--- src/rtl/comparador_serial_izq_der.sv ---
// Bit-serial magnitude comparator that scans two N-bit operands from MSB to LSB,
// one bit per clock, stopping at the first differing bit. Start/done handshake.
module comparador_serial_izq_der #(
  parameter int N = 3
) (
  input  logic                       clk,
  input  logic                       rst,
  input  logic                       start,
  input  logic [N-1:0]               A,
  input  logic [N-1:0]               B,
  output logic                       busy,
  output logic                       done,
  output logic                       a_gt_b,
  output logic                       a_lt_b,
  output logic                       a_eq_b,
  output logic [$clog2(N+1)-1:0]     bits_used
);

  localparam int CW = $clog2(N+1);
  localparam int IW = (N > 1) ? $clog2(N) : 1;

  // Handshake: start is honoured only in IDLE, where A/B are captured on that
  // edge. busy is high for every COMPARE cycle; done is high for the single
  // DONE cycle and the result flags stay valid until the next accepted start.
  typedef enum logic [1:0] {
    IDLE    = 2'd0,
    COMPARE = 2'd1,
    DONE    = 2'd2
  } state_t;

  state_t          state;
  state_t          state_next;
  logic [N-1:0]    ra;
  logic [N-1:0]    rb;
  logic [IW-1:0]   idx;
  logic            bit_a;
  logic            bit_b;
  logic            last_bit;

  assign bit_a    = ra[idx];
  assign bit_b    = rb[idx];
  assign last_bit = (idx == '0);

  // State register
  always_ff @(posedge clk) begin
    if (rst) begin
      state <= IDLE;
    end else begin
      state <= state_next;
    end
  end

  // Next-state logic
  always_comb begin
    state_next = state;
    case (state)
      IDLE: begin
        if (start) begin
          state_next = COMPARE;
        end
      end
      COMPARE: begin
        if ((bit_a != bit_b) || last_bit) begin
          state_next = DONE;
        end
      end
      DONE: begin
        state_next = IDLE;
      end
      default: begin
        state_next = IDLE;
      end
    endcase
  end

  // Output logic
  always_comb begin
    busy = 1'b0;
    done = 1'b0;
    case (state)
      COMPARE: busy = 1'b1;
      DONE:    done = 1'b1;
      default: begin
        busy = 1'b0;
        done = 1'b0;
      end
    endcase
  end

  // Datapath: operand capture, scan index, bit counter and result flags
  always_ff @(posedge clk) begin
    if (rst) begin
      ra        <= '0;
      rb        <= '0;
      idx       <= '0;
      bits_used <= '0;
      a_gt_b    <= 1'b0;
      a_lt_b    <= 1'b0;
      a_eq_b    <= 1'b0;
    end else begin
      case (state)
        IDLE: begin
          if (start) begin
            ra        <= A;
            rb        <= B;
            idx       <= IW'(N-1);
            bits_used <= '0;
            a_gt_b    <= 1'b0;
            a_lt_b    <= 1'b0;
            a_eq_b    <= 1'b0;
          end
        end
        COMPARE: begin
          bits_used <= bits_used + CW'(1);
          if (bit_a && !bit_b) begin
            a_gt_b <= 1'b1;
          end else if (!bit_a && bit_b) begin
            a_lt_b <= 1'b1;
          end else if (last_bit) begin
            a_eq_b <= 1'b1;
          end else begin
            idx <= idx - IW'(1);
          end
        end
        default: begin
          idx <= idx;
        end
      endcase
    end
  end

endmodule

--- config.mk ---
export PLATFORM = sky130hd
export DESIGN_NAME = comparador_serial_izq_der
export DESIGN_NICKNAME = d
export VERILOG_FILES = /design/src/rtl/comparador_serial_izq_der.sv
export SDC_FILE = /design/constraint.sdc
export NUM_CORES = 1
export LEC_CHECK = 0
export BUFFER_PORTS_ARGS = -buffer_cell sky130_fd_sc_hd__buf_2
export CAP_MARGIN = 20
export CORE_MARGIN = 2
export CORE_UTILIZATION = 35
export CTS_BUF_LIST = sky130_fd_sc_hd__clkbuf_8
export DETAILED_ROUTE_END_ITERATION = 8
export GPL_TIMING_DRIVEN = 0
export PLACE_DENSITY = 0.57
export RECOVER_POWER = 25
export SLEW_MARGIN = 20
export SYNTH_ARGS = -nofsm -noshare
export SYNTH_HDL_FRONTEND = slang
export SYNTH_SLANG_ARGS = --single-unit
--- constraint.sdc ---
create_clock -name clk -period 2.33 [get_ports clk]
set_input_delay 0.466 -clock clk [delete_from_list [all_inputs] [get_ports clk]]
set_output_delay 0.466 -clock clk [all_outputs]
set_load 0.03 [all_outputs]
==> results.py <==
metrics = {
    "synth": {
        "syn-mean-instance-area_um2": 8.63,
        "yosys.area.top_type": "dfxtp_1",
        "syn_inst": 86,
        "syn-num-nets": 99,
        "synth_top_area_share_pct": 40.5,
        "synth_cell_type_count": 29,
        "synthTopCellsByArea": "dfxtp_1 40%, nand2_1 7.6%, ha_1 6.7%, a21oi_1 6.1%, buf_6 3.0%",
        "ys_seq_area_share_pct": 40.5,
        "synth_ff_type": "dfxtp_1",
        "ys_ff_latch": 15,
        "ys_top_cells_by_count": "15 x dfxtp_1, 15 x nand2_1, 9 x a21oi_1, 6 x inv_1",
        "async_flop_share_pct": 0,
        "syn-cell-area_um2": 742,
        "synth-edff-count": 0,
        "yosysWarnings": 0,
    },
    "place": {
        "numPortBuffers": 15,
        "dpl.hpwl_mm": 1.08,
        "place_area_um2": 851,
        "dp_cells": 128,
        "place.gp.congestion": 0.734,
    },
    "finish": {
        "diodes": 0,
        "drive_gt1_share_pct": 21.0,
        "fill_cells": 209,
        "stdcell_area_um2": 885,
        "instances_no_fill": 132,
        "finalNetCount": 119,
        "syn_to_final_growth_pct": 19.2,
    },
    "routing": {
        "antenna_left": 0,
        "wl_met2_um": 681,
        "postRouteWirelength_mm": 1.48,
        "via_count": 645,
        "wl_per_cell_um": 11.2,
        "top_layer_used": "met4",
        "drc": 0,
        "vias_per_cell": 4.89,
        "drt_first_iter_violations": 14,
        "first_pass_iters": 5,
        "wl_met1_um": 735,
        "met3_length_um": 48,
    },
    "timing": {
        "hold_viol_final": 0,
        "slew_headroom_pct": 62.9,
        "fmax_ghz": 0.471,
        "period_minus_slack_ps": 2120,
        "finalCritPeriodShare_pct": 91.2,
        "setup_viol": 0,
        "finalSetupTns_ps": 0,
        "finalClockSkew_ps": 2.80,
        "tightestPinTransition_ps": 555,
        "grt_setup_unrepaired": "false",
        "drv_slew": 0,
    },
    "global_routing": {
        "grt_max_degree": 11,
        "first_global_vias": 573,
        "grtUsageTotal_pct": 14.1,
        "antenna_found_initial": 0,
        "overflow": 0,
        "grt_pass1_wl_mm": 2.68,
    },
    "worst_setup_path": {
        "cp_slowest_stage_delay_ps": 550,
        "critPathArrivalTime_ps": 2320,
        "path_class": "flop to flop",
        "crit_required_ps": 2530,
        "critPathMaxFanout": 6,
        "critical_path.endpoint_type": "flop",
        "cp_slowest_cell": "or4b_4",
        "crit_buf_inv": 2,
        "path_delay_family": "simple AND/OR/NAND/NOR gates",
        "startpoint_type": "flop",
        "path_cells": "clkbuf_1 -> mux2i_1 -> o22a_1 -> inv_1 -> ha_1 -> or4b_4 -> a21oi_2 -> o21a_1",
    },
    "clock_tree": {
        "clockBufferDepth": 2,
        "post-cts-setup-buffer-count": 0,
        "clk-insertion-delay-late_ps": 250,
        "numClockSinks": 15,
        "post_cts_resized": 0,
        "root_buffer": "clkbuf_8",
        "hold_buffers": 0,
        "htreeDepth": 1,
        "clkTransAtPathRegs_ps": 70,
        "cts_tree": "built",
        "cts_buffers": 3,
    },
    "pwr": {
        "p_per_area_nw_per_um2": 685,
        "p_leak_uw": 0.000357,
        "vdd_ir_drop_max_uv": 437,
        "total_power_uw": 606,
    },
    "run_status": {
        "status": "completed",
    },
    "die": {
        "dieArea_um2": 2500,
        "start_util_pct": 37.4,
        "die_h_um": 50.0,
        "die_w_um": 50.0,
        "io-pin-count": 16,
        "rows": 16,
        "core_area_um2": 1980,
    },
    "min_path": {
        "hp-class": "primary input to flop",
    },
    "job": {
        "drv_cap": 0,
    },
}
cell families after synthesis:
family	after synthesis	synth area share [%]
AOI/OAI and AO/OA	19	17.0
and+or+nand+nor	35	25.5
adders and majority gates	4	6.75
muxes	2	2.70
buffers and inverters	11	7.59
DFF	15	40.5
flip-flops by register name, indices dropped and copies added (netlist names):
signal     count
rb             3
a_gt_b         1
a_eq_b         1
ra             3
idx            2
a_lt_b         1
state          2
bits_used      2
tightest hold or removal path: stages:
cell and delay (ps):
buf_2 90, nand2_1 40, a21oi_1 50
layer usage:
layer / track usage [%] / up-vias
met5: 0 / -
met4: 5.56 / 0
met3: 3.64 / 2
met2: 21.5 / 10
met1: 18.9 / 304
li1: - / 329
worst paths after layout:
path	endpoint	from	depth (start not counted)	slack, ps
worst min register to register	ra[0]$_SDFFE_PP0P_	ra[0]$_SDFFE_PP0P_	2	460
worst max-delay path	idx[1]$_SDFFE_PP0P_	idx[1]$_SDFFE_PP0P_	8	210
worst min-delay path	ra[0]$_SDFFE_PP0P_	A[0]	3	450
worst max register to register	idx[1]$_SDFFE_PP0P_	idx[1]$_SDFFE_PP0P_	8	210
cell type report:
cell class | count | area, um2 | area share [%]
clock buffers | 3 | 41.3 | 4.67
clock inverters | 1 | 5.00 | 0.566
plain buffers | 4 | 22.5 | 2.55
multi-input cells | 60 | 385 | 43.6
repair buffers | 15 | 70.1 | 7.92
well taps | 27 | 33.8 | 3.82
flip-flops and latches | 15 | 300 | 33.9
inverters | 7 | 26.3 | 2.97
report_power, final:
group          internal, uW  switching [uW]
combinational          44.8            66.3
sequential              271            8.66
clock                   118            96.7
metrics by stage:
stage / hold WS, ps / util (%) / setup WS [ps]
3_5_place_dp: 450 / 42.9 / 208
4_1_cts: 452 / 45.3 / 189
6_report: 450 / 44.6 / 206
5_1_grt: 462 / 44.6 / 42.1
3_3_place_gp: 442 / 42.9 / 203
2_1_floorplan: 430 / - / 356
cell usage in the layout (no fill, tap or decap), types with 2 or more instances in the layout:
| cell | count |
|---|---|
| nand3_1 | 3 |
| clkbuf_1 | 7 |
| inv_1 | 6 |
| clkbuf_8 | 3 |
| a21oi_1 | 9 |
| a31oi_1 | 3 |
| nand2_1 | 15 |
| buf_2 | 11 |
| nor2_1 | 4 |
| mux2i_1 | 2 |
| o22a_1 | 2 |
| ha_1 | 4 |
| dfxtp_1 | 15 |
| nand2b_1 | 2 |
| nor3_1 | 2 |
Note: power is estimated with default switching activity, not from simulation.
